**config.mk**
```make
export PLATFORM = sky130hd
export DESIGN_NAME = fifo_wr_arbiter
export DESIGN_NICKNAME = d
export VERILOG_FILES = /design/src/rtl/fifo_wr_arbiter.sv
export SDC_FILE = /design/constraint.sdc
export NUM_CORES = 1
export LEC_CHECK = 0
export ABC_AREA = 1
export CAP_MARGIN = 20
export CORE_ASPECT_RATIO = 2
export CORE_UTILIZATION = 38
export DETAILED_ROUTE_END_ITERATION = 10
export GPL_TIMING_DRIVEN = 0
export PLACE_DENSITY = 0.83
export SETUP_SLACK_MARGIN = 0.5
export SLEW_MARGIN = 20
export SYNTH_ARGS = -nofsm -noshare
export SYNTH_HDL_FRONTEND = slang
export SYNTH_SLANG_ARGS = --single-unit
```
**constraint.sdc**
```tcl
create_clock -name wclk -period 1.79 [get_ports wclk]
set_clock_uncertainty 0.1 [all_clocks]
set_input_delay 0.358 -clock wclk [delete_from_list [all_inputs] [get_ports wclk]]
set_output_delay 0.358 -clock wclk [all_outputs]
set_load 0.005 [all_outputs]
```
**src/rtl/fifo_wr_arbiter.sv**
```systemverilog
// Round-robin arbiter that shares one async-FIFO write port among NREQ
// producers in the write clock domain. A winner keeps the port for a burst
// that ends on its 'last' beat or after MAXBURST beats, whichever is first.
// A requester that has just been served gets the lowest priority for the next
// grant. The FIFO full flag stalls the burst without pushing anything.
module fifo_wr_arbiter #(
  parameter int NREQ     = 4,
  parameter int DSIZE    = 8,
  parameter int MAXBURST = 4
) (
  input  logic                      wclk,
  input  logic                      wrst_n,
  input  logic [NREQ-1:0]           req_valid,
  input  logic [NREQ-1:0]           req_last,
  input  logic [NREQ*DSIZE-1:0]     req_data,
  output logic [NREQ-1:0]           req_ready,
  input  logic                      wfull,
  output logic                      winc,
  output logic [DSIZE-1:0]          wdata,
  output logic [$clog2(NREQ)-1:0]   gnt_id,
  output logic                      busy
);

  localparam int GW = $clog2(NREQ);
  localparam int BW = $clog2(MAXBURST + 1);
  localparam logic [BW-1:0] BEAT_LAST = BW'(MAXBURST - 1);
  localparam logic [GW-1:0] RR_INIT   = GW'(NREQ - 1);

  typedef enum logic {
    IDLE = 1'b0,
    BUSY = 1'b1
  } state_e;

  state_e          state_q, state_d;
  logic [GW-1:0]   gnt_id_q, gnt_id_d;
  logic [GW-1:0]   rr_ptr_q, rr_ptr_d;
  logic [BW-1:0]   beat_cnt_q, beat_cnt_d;

  logic            win_found;
  logic [GW-1:0]   win_id;
  logic            xfer;
  logic [NREQ-1:0] ready_vec;

  // Pick the first valid requester after rr_ptr, wrapping modulo NREQ.
  always_comb begin
    // NOTE: every signal assigned in a combinational block gets a default
    // first, so no path leaves it unassigned and no latch is inferred.
    win_found = 1'b0;
    win_id    = '0;
    for (int k = 1; k <= NREQ; k++) begin
      logic [GW-1:0] cand;
      cand = GW'((int'(rr_ptr_q) + k) % NREQ);
      if (!win_found && req_valid[cand]) begin
        win_found = 1'b1;
        win_id    = cand;
      end
    end
  end

  // Next-state logic and per-beat transfer decision for the grant FSM.
  always_comb begin
    state_d    = state_q;
    gnt_id_d   = gnt_id_q;
    rr_ptr_d   = rr_ptr_q;
    beat_cnt_d = beat_cnt_q;
    xfer       = 1'b0;
    ready_vec  = '0;
    case (state_q)
      IDLE: begin
        if (win_found) begin
          gnt_id_d   = win_id;
          beat_cnt_d = '0;
          state_d    = BUSY;
        end
      end
      BUSY: begin
        ready_vec[gnt_id_q] = ~wfull;
        xfer                = req_valid[gnt_id_q] & ~wfull;
        if (xfer) begin
          beat_cnt_d = beat_cnt_q + BW'(1);
          if (req_last[gnt_id_q] || (beat_cnt_q == BEAT_LAST)) begin
            state_d    = IDLE;
            rr_ptr_d   = gnt_id_q;
            beat_cnt_d = '0;
          end
        end
      end
      default: state_d = IDLE;
    endcase
  end

  // Route the granted requester's data to the FIFO write port.
  always_comb begin
    wdata = '0;
    for (int i = 0; i < NREQ; i++) begin
      if (GW'(i) == gnt_id_q) begin
        wdata = req_data[i*DSIZE +: DSIZE];
      end
    end
  end

  // Strobes are gated by reset so a burst cut short by reset never pushes.
  always_comb begin
    winc      = xfer & wrst_n;
    req_ready = ready_vec & {NREQ{wrst_n}};
  end

  assign gnt_id = gnt_id_q;
  assign busy   = (state_q == BUSY);

  // State registers with synchronous active-low reset.
  always_ff @(posedge wclk) begin
    // NOTE: sequential state uses non-blocking assignments so every flop
    // samples the pre-edge values regardless of statement order.
    if (!wrst_n) begin
      state_q    <= IDLE;
      gnt_id_q   <= '0;
      rr_ptr_q   <= RR_INIT;
      beat_cnt_q <= '0;
    end else begin
      state_q    <= state_d;
      gnt_id_q   <= gnt_id_d;
      rr_ptr_q   <= rr_ptr_d;
      beat_cnt_q <= beat_cnt_d;
    end
  end

endmodule

```
==> impl_metrics.tcl, run 1 <==
set metrics [dict create \
    die_w_um 38.5 \
    cellPowerDensity_mw_per_mm2 683 \
    drive_gt1_share_pct 51.3 \
    insertion_delay_ns 0.24 \
    vias 1779 \
    ys.flop_type "dfxtp_1" \
    die_h_um 75.0 \
    async_flop_share_pct 0 \
    n_fill_cell 97 \
    holdBufCountCts 0 \
    clk_pin_slew_worst_paths_ns 0.05 \
    cellInternalPower_uw 876 \
    synth-xor-area-share_pct 0 \
    grt_pass1_vias 1633 \
    rows 26 \
    clkPwrFrac_pct 15.5 \
    synth_top_area_cell "nand2_1" \
    gp_congestion 0.792 \
    critPathRequiredTime_ns 1.33 \
    crit_path_end_kind "primary output" \
    setup_viol 9 \
    syn2layout_area_growth_pct 125 \
    route.detailed.drc 0 \
    grt_overflow 0 \
    synth_most_common_cell "nand2_1" \
    hold_viol_final 0 \
    synth.area.top_cells "nand2_1 24%, dfxtp_1 16%, nand3_1 6.4%, inv_1 5.2%, nand4_1 4.9%" \
    arrival_ns 1.49 \
    via_per_inst 6.03 \
    dpl_worst_slack_ns -0.515 \
    drt_iter0_markers 118 \
    die_area_sq_mm 0.00289 \
    ys_seq_area_share_pct 15.8 \
    cts-root-buf "clkbuf_8" \
    rsz0062_at_grt "true" \
    postLayoutCoreUtil_pct 89.9 \
    yosysUniqueCellTypes 28 \
    worstPathMaxFanout 6 \
    port_buffers 57 \
    setup_ws_ns -0.160 \
    yosys.area_share.simple_pct 59.8 \
    grt_max_degree 9 \
    timing.final.crit_share_pct 109 \
    syn-cell-area_sq_mm 0.00101 \
    p_seq_share_pct 14.6 \
    syn_area_per_cell_sq_um 6.06 \
    dr.pass1.iters 4 \
    maxCapViolCount 0 \
    synthAdderAreaFrac_pct 2.47 \
    antenna_cells 0 \
    post-dp-hpwl_mm 2.54 \
    seq_area_sq_um 174 \
    pwr-share-comb_pct 70.0 \
    violations "setup timing" \
    ys_seq_elements 8 \
    drv_slew 0 \
    synth_edf_count 0 \
    cts-buffers-inserted 3 \
    antenna_found_initial 0 \
    sw_frac_of_total_pct 43.8 \
    synthMuxAreaShare_pct 0 \
    worstMarginPinSlew_ns 0.208 \
    syn-num-nets 212 \
    pin_count 59 \
    core-area_sq_mm 0.00254 \
    ys_warn_count 0 \
    synthCells 167 \
    synth_top_area_share_pct 24.5 \
    total_leakage_power_uw 0.00107 \
    nets 314 \
    antenna_left 0 \
    critPathLaunchType "flop" \
    cts_num_sinks 8 \
    synth_compound_area_share_pct 9.77 \
    clock.fmax_ghz 0.513 \
    ys_top_cells_by_count "66 x nand2_1, 14 x inv_1, 13 x nand3_1" \
    avgRoutedWirePerCell_um 22.2 \
    cts_tree "yes" \
    path_class "flop to primary output" \
    switchingPower_uw 681 \
    grtUsageTotal_pct 35.2 \
    maxSlewHeadroom_pct 86.1 \
    multi_input_area_sq_um 988 \
    clock_path_buffers 2 \
    wl_mm 6.56 \
    hold_class "input port to flop" \
    synth_top_family_by_area "simple AND/OR/NAND/NOR gates" \
    ir_drop_mv 0.511 \
    initial_utilization_pct 39.9 \
    final.min_clock_period_ns 1.95 \
    cts.htree.levels 1 \
    run_status "complete, but fails checks" \
    grt_pass1_wl_mm 7.09 \
]
## state kept, by name, summed over array words and instances (netlist names)
name and cells:
beat_cnt_q 3, gnt_id 2, rr_ptr_q 2, busy 1
## kinds of logic (layout without fill, tap and decap cells)
group | Yosys count | after routing
AOI/OAI and AO/OA | 12 | 12
adders and majority gates | 2 | 2
buffers and inverters | 25 | 123
DFF | 8 | 8
and+or+nand+nor | 120 | 122
## layout by cell type (no fill, tap or decap), types with 5 or more instances in the layout
cell / n
nand4_1: 8
clkdlybuf4s50_1: 36
buf_2: 14
inv_2: 6
nor2_4: 8
nand3_2: 5
nand2_2: 12
nand2_1: 46
nand2_4: 15
inv_1: 8
buf_4: 20
buf_6: 18
nand3_1: 8
nor2_1: 9
## per-layer routing
| metal | vias up | routed length, um | global-route usage (%) |
|---|---|---|---|
| met2 | 147 | 3200 | 62.2 |
| met5 | - | 0 | 0 |
| met1 | 811 | 2050 | 29.0 |
| li1 | 745 | - | - |
| met4 | 0 | 695 | 34.1 |
| met3 | 76 | 609 | 7.96 |
## power groups by stage
stage	Sequential, uW	Clock [uW]	Combinational (uW)
6_report	227	241	1090
5_1_grt	228	244	1140
4_1_cts	220	224	878
3_5_place_dp	218	0	632
3_3_place_gp	218	0	626
2_1_floorplan	215	0	370
## worst paths after layout
path | to | startpoint | slack, ns | depth (start not counted)
setup reg to reg | beat_cnt_q[0] | gnt_id[0] | 0 | 12
hold / removal | rr_ptr_q[1] | wrst_n | 0.34 | 2
setup / recovery | wdata[7] | gnt_id[1] | -0.16 | 8
hold reg to reg | beat_cnt_q[1] | beat_cnt_q[1] | 0.40 | 2
## repair_timing
item	4_1_cts	5_1_grt
resized for setup	131	40
setup endpoints to repair	24	24
pin swaps	21	16
cloned	3	0
endpoints found under the hold margin	0	0
buffers inserted	31	6
## cell type report
type	instances	share of cell area (%)
Multi-Input combinational cell	136	43.3
Timing Repair Buffer	94	37.5
Sequential cell	8	7.62
Inverter	21	5.21
Buffer	4	2.63
Clock buffer	3	1.81
Tap cell	28	1.54
Timing Repair inverter	1	0.329
## stage by stage
stage | hold WS, ns | setup TNS [ns] | instance area [sq um] | total power, uW | instances
after floorplan | 0.355 | 0 | 1030 | 585 | 167
after global routing | 0.365 | -1.25 | 2280 | 1610 | 295
final | 0.339 | -0.868 | 2280 | 1560 | 295
after detailed placement | 0.373 | -3.81 | 1640 | 850 | 252
after global placement | 0.373 | -3.73 | 1640 | 843 | 252
after CTS | 0.318 | -0.0457 | 2090 | 1320 | 289
## critical path: stages, from the launching register on
cell,delay [ns]
dfxtp_4,0.36
buf_12,0.15
inv_8,0.09
nor2_4,0.04
buf_4,0.12
buf_4,0.12
nand2_1,0.08
nand4_1,0.13
buf_2,0.15
Power figures use the tool's default switching activity.
==> run 2: changes to the inputs <==
Settings changed: SETUP_SLACK_MARGIN 0.5 to 0.02.
==> run 2 against run 1 <==
The flow still finishes with violations (setup timing). Maximum frequency is 5.7% higher. Critical path depth is 1 lower. Final area is 18% lower. Via count is 20% lower. Sequential share of layout area is 1.2 points higher.
==> impl_metrics.tcl, run 2 (synthesis results as in run 1) <==
set metrics [dict create \
    rr_startpoint "gnt_id[1]" \
    timing.final.crit_share_pct 103 \
    critPathLaunchType "flop" \
    syn2layout_area_growth_pct 85.3 \
    run_status "complete, but fails checks" \
    cp-startpoint "gnt_id[1]" \
    grt_overflow 0 \
    die_h_um 75.0 \
    maxCapViolCount 0 \
    clock_path_buffers 2 \
    final_common_cell "nand2_1" \
    path_class "flop to primary output" \
    drive_gt1_share_pct 32.9 \
    grt_pass1_wl_mm 5.64 \
    wl_mm 4.07 \
    holdBufCountCts 0 \
    hold_class "input port to flop" \
    cts-buffers-inserted 3 \
    violations "setup timing" \
    post-dp-hpwl_mm 2.54 \
    pin_count 59 \
    hold_viol_final 0 \
    p_seq_share_pct 18.3 \
    gp_congestion 0.795 \
    clock.fmax_ghz 0.542 \
    reg2reg_slack_ns 0.08 \
    cellInternalPower_uw 735 \
    die_w_um 38.5 \
    rows 26 \
    port_buffers 57 \
    dr.pass1.iters 4 \
    worstPathMaxFanout 6 \
    rsz0062_at_grt "true" \
    cellPowerDensity_mw_per_mm2 655 \
    drt_iter0_markers 15 \
    regMostFlops "beat_cnt_q" \
    worstMarginPinSlew_ns 0.205 \
    die_area_sq_mm 0.00289 \
    largest_reg_flops 3 \
    setup_viol 5 \
    n_fill_cell 181 \
    reg2reg_to "beat_cnt_q[2]" \
    reg2regPathDepth 12 \
    cts_tree "yes" \
    ir_drop_mv 0.429 \
    vias 1425 \
    pwr-share-comb_pct 63.0 \
    switchingPower_uw 494 \
    antenna_cells 0 \
    cts_num_sinks 8 \
    nets 296 \
    core-area_sq_mm 0.00254 \
    critPathRequiredTime_ns 1.33 \
    layout_common_cells "62 x nand2_1, 41 x clkdlybuf4s50_1, 13 x nand3_1, 13 x buf_4, 11 x nor2_1" \
    crit_path_end_kind "primary output" \
    maxSlewHeadroom_pct 86.3 \
    sw_frac_of_total_pct 40.2 \
    total_leakage_power_uw 0.000892 \
    avgRoutedWirePerCell_um 14.7 \
    antenna_found_initial 0 \
    hold-worst-slack_ns 0.330 \
    clk_pin_slew_worst_paths_ns 0.05 \
    cp-endpoint "winc" \
    final.min_clock_period_ns 1.84 \
    arrival_ns 1.39 \
    route.detailed.drc 0 \
    drv_slew 0 \
    cts-root-buf "clkbuf_8" \
    antenna_left 0 \
    initial_utilization_pct 39.9 \
    grtUsageTotal_pct 27.4 \
    clkPwrFrac_pct 18.7 \
    insertion_delay_ns 0.23 \
    grt_max_degree 10 \
    cts.htree.levels 1 \
    via_per_inst 5.14 \
    setup_ws_ns -0.0540 \
    layoutNonFillerInstCount 277 \
    grt_pass1_vias 1312 \
    dp_cells 252 \
]
==> run 2: cell count changes in the layout (fill, tap and decap cells not counted), sizes merged <==
cell           before  now
clkinvlp            1    0
dlygate4sd2         3    4
inv                20   21
buf                56   33
clkinv              1    0
clkdlybuf4s15       3    2
clkdlybuf4s50      36   41
dlymetal6s2s        0    1
==> run 2: how the worst min path moves through the flow <==
| stage | slack (ns) | endpoint | cells after the start | startpoint |
|---|---|---|---|---|
| after global placement | 0.36 | busy | 2 | busy |
| after global routing | 0.34 | rr_ptr_q[0] | 2 | wrst_n |
| after floorplan | 0.35 | beat_cnt_q[1] | 2 | beat_cnt_q[1] |
| after detailed placement | 0.37 | busy | 2 | busy |
| final | 0.33 | rr_ptr_q[1] | 2 | wrst_n |
| after CTS | 0.34 | rr_ptr_q[1] | 2 | wrst_n |
==> run 2: area by class of cell <==
class,count,area (sq um),share of cell area (%)
Tap cell,28,35.0,1.87
Inverter,21,88.8,4.74
Sequential cell,8,166,8.87
Multi-Input combinational cell,136,796,42.4
Clock buffer,3,41.3,2.20
Timing Repair Buffer,78,721,38.4
Buffer,3,27.5,1.47
==> run 2: metrics by stage <==
step	worst slack (ns)	total power [uW]	util (%)	area, sq um	setup TNS, ns
after CTS	-0.0476	1160	71.5	1820	-0.0476
after floorplan	0.315	571	-	1010	0
after global placement	-0.526	830	63.8	1620	-4.12
final	-0.0540	1230	73.9	1880	-0.129
after detailed placement	-0.539	837	63.8	1620	-4.39
after global routing	-0.112	1300	73.9	1880	-0.499
==> run 2: what timing repair did <==
item	CTS	global route
setup endpoints to repair	13	20
resized for setup	59	17
pin swaps	10	23
setup buffers	18	4
cloned	2	0
==> run 2: critical path: stages (launching register included) <==
cell and delay (ns):
dfxtp_2 0.33, buf_6 0.14, buf_4 0.14, nand2_2 0.08, o22ai_2 0.09, o21ai_4 0.20, nor2_1 0.05, buf_2 0.12
==> run 2: power groups by stage <==
| stage | logic (uW) | registers, uW | clock network [uW] |
|---|---|---|---|
| 6_report | 774 | 225 | 230 |
| 4_1_cts | 726 | 212 | 221 |
| 2_1_floorplan | 358 | 214 | 0 |
| 5_1_grt | 834 | 228 | 234 |
| 3_3_place_gp | 615 | 214 | 0 |
| 3_5_place_dp | 622 | 215 | 0 |
==> run 2: layer usage <==
metal  wire length, um  GRT usage, %  part of all wire (%)  vias up
met4               121          13.4                   3.0        0
met1              1310          19.8                    32      640
met3               338          6.78                   8.3       12
li1                  -             -                     -      698
met5                 0             0                     0        -
met2              2300          57.4                    57       75
==> run 3: changes to the inputs <==
Settings changed: REMOVE_ABC_BUFFERS from default to 1, SLEW_MARGIN 20 to 5.
==> run 3 against run 2 <==
The run still ends with setup timing left. Sequential share of layout area hardly changed. Final area is 2.7% higher. Clock power is 2% lower. Critical path depth stayed put.
==> impl_metrics.tcl, run 3 (synthesis results as in run 1) <==
set metrics [dict create \
    clock_path_buffers 2 \
    violations "setup timing" \
    setup_tns_ns -0.124 \
    nets 298 \
    total_leakage_power_uw 0.000935 \
    wl_mm 4.23 \
    hold_class "flop to flop" \
    layoutNonFillerInstCount 279 \
    syn2layout_area_growth_pct 90.2 \
    die_w_um 38.5 \
    seq_area_sq_um 170 \
    clock.fmax_ghz 0.535 \
    antenna_found_initial 0 \
    final_common_cell "nand2_1" \
    run_status "complete, but fails checks" \
    antenna_cells 0 \
    dp_cells 249 \
    rsz0062_at_grt "true" \
    die_area_sq_mm 0.00289 \
    path_class "flop to primary output" \
    multi_input_area_sq_um 821 \
    cts.htree.levels 1 \
    drv_slew 0 \
    n_fill_cell 176 \
    critPathLaunchType "flop" \
    arrival_ns 1.41 \
    pin_count 59 \
    holdBufCountCts 0 \
    rows 26 \
    timing.final.crit_share_pct 104 \
    gp_congestion 0.798 \
    maxSlewHeadroom_pct 77.9 \
    route.detailed.drc 0 \
    rr_startpoint "gnt_id[1]" \
    hold_viol_final 0 \
    ir_drop_mv 0.456 \
    drt_iter0_markers 24 \
    dr.pass1.iters 4 \
    insertion_delay_ns 0.23 \
    clkPwrFrac_pct 18.1 \
    avgRoutedWirePerCell_um 15.2 \
    core-area_sq_mm 0.00254 \
    setup_ws_ns -0.0801 \
    final.min_clock_period_ns 1.87 \
    worstPathMaxFanout 6 \
    port_buffers 58 \
    maxCapViolCount 0 \
    cts-buffers-inserted 3 \
    largest_reg_flops 3 \
    cellPowerDensity_mw_per_mm2 646 \
    layout_common_cells "61 x nand2_1, 40 x clkdlybuf4s50_1, 18 x buf_4" \
    regMostFlops "beat_cnt_q" \
    vias 1447 \
    initial_utilization_pct 39.9 \
    cts-root-buf "clkbuf_8" \
    post-dp-hpwl_mm 2.59 \
    p_seq_share_pct 18.9 \
    worstMarginPinSlew_ns 0.331 \
    grt_pass1_vias 1324 \
    setup_viol 3 \
    cts_num_sinks 8 \
    crit_path_end_kind "primary output" \
    grt_overflow 0 \
    cp-startpoint "gnt_id[1]" \
    pwr-share-comb_pct 63.0 \
    hold_start "beat_cnt_q[1]" \
    grt_pass1_wl_mm 5.63 \
    switchingPower_uw 504 \
    antenna_left 0 \
    via_per_inst 5.19 \
    grtUsageTotal_pct 27.5 \
    cellInternalPower_uw 741 \
    clk_pin_slew_worst_paths_ns 0.04 \
    postLayoutCoreUtil_pct 75.9 \
    critPathRequiredTime_ns 1.33 \
    cts_tree "yes" \
    die_h_um 75.0 \
    grt_max_degree 9 \
    sw_frac_of_total_pct 40.5 \
    drive_gt1_share_pct 33.9 \
]
-- run 3: area by class of cell --
cell class | instances | area share, %
multi-input combinational | 136 | 42.6
timing repair buffer | 83 | 39.6
sequential | 8 | 8.84
inverter | 21 | 5.00
clock buffer | 3 | 2.14
tap | 28 | 1.82
-- run 3: routing by layer --
metal  share of wire, %  global-route usage [%]  vias up
met5                  0                       0        -
met4                4.3                    11.9        0
met3                6.0                    4.13       18
met2                 57                    59.3       63
met1                 33                    20.3      663
li1                   -                       -      703
-- run 3: final timing paths --
kind / end / slack (ns) / cells past startpoint
min: beat_cnt_q[1] / 0.38 / 2
max: wdata[2] / -0.08 / 7
min reg2reg: beat_cnt_q[1] / 0.38 / 2
max reg2reg: beat_cnt_q[0] / 0.06 / 12
-- run 3: critical path, stage by stage (launching register included) --
cell and delay [ns]:
dfxtp_4 0.36, buf_6 0.13, nor2_4 0.19, buf_6 0.14
buf_6 0.09, nand2_2 0.04, nand4_1 0.08, buf_2 0.13
-- run 3: stage by stage --
step           hold WS (ns)  cell area (sq um)  power, uW  setup slack, ns
2_1_floorplan         0.355                973        549            0.159
3_3_place_gp          0.364               1590        810           -0.523
3_5_place_dp          0.371               1590        817           -0.536
4_1_cts               0.382               1800       1130           -0.211
5_1_grt               0.403               1930       1310          -0.0972
6_report              0.384               1930       1240          -0.0801
-- run 3: power by group through the flow --
stage          Sequential [uW]  Clock [uW]  Combinational [uW]
2_1_floorplan              236           0                 313
3_3_place_gp               239           0                 571
3_5_place_dp               240           0                 577
4_1_cts                    237         223                 671
5_1_grt                    238         238                 839
6_report                   235         225                 784
-- run 3: timing repair --
item	CTS	global route
gates resized for setup	37	46
cloned	2	0
endpoints found under the hold margin	0	0
setup buffers	17	8
endpoints found under the setup margin	16	20
pin swaps	7	8
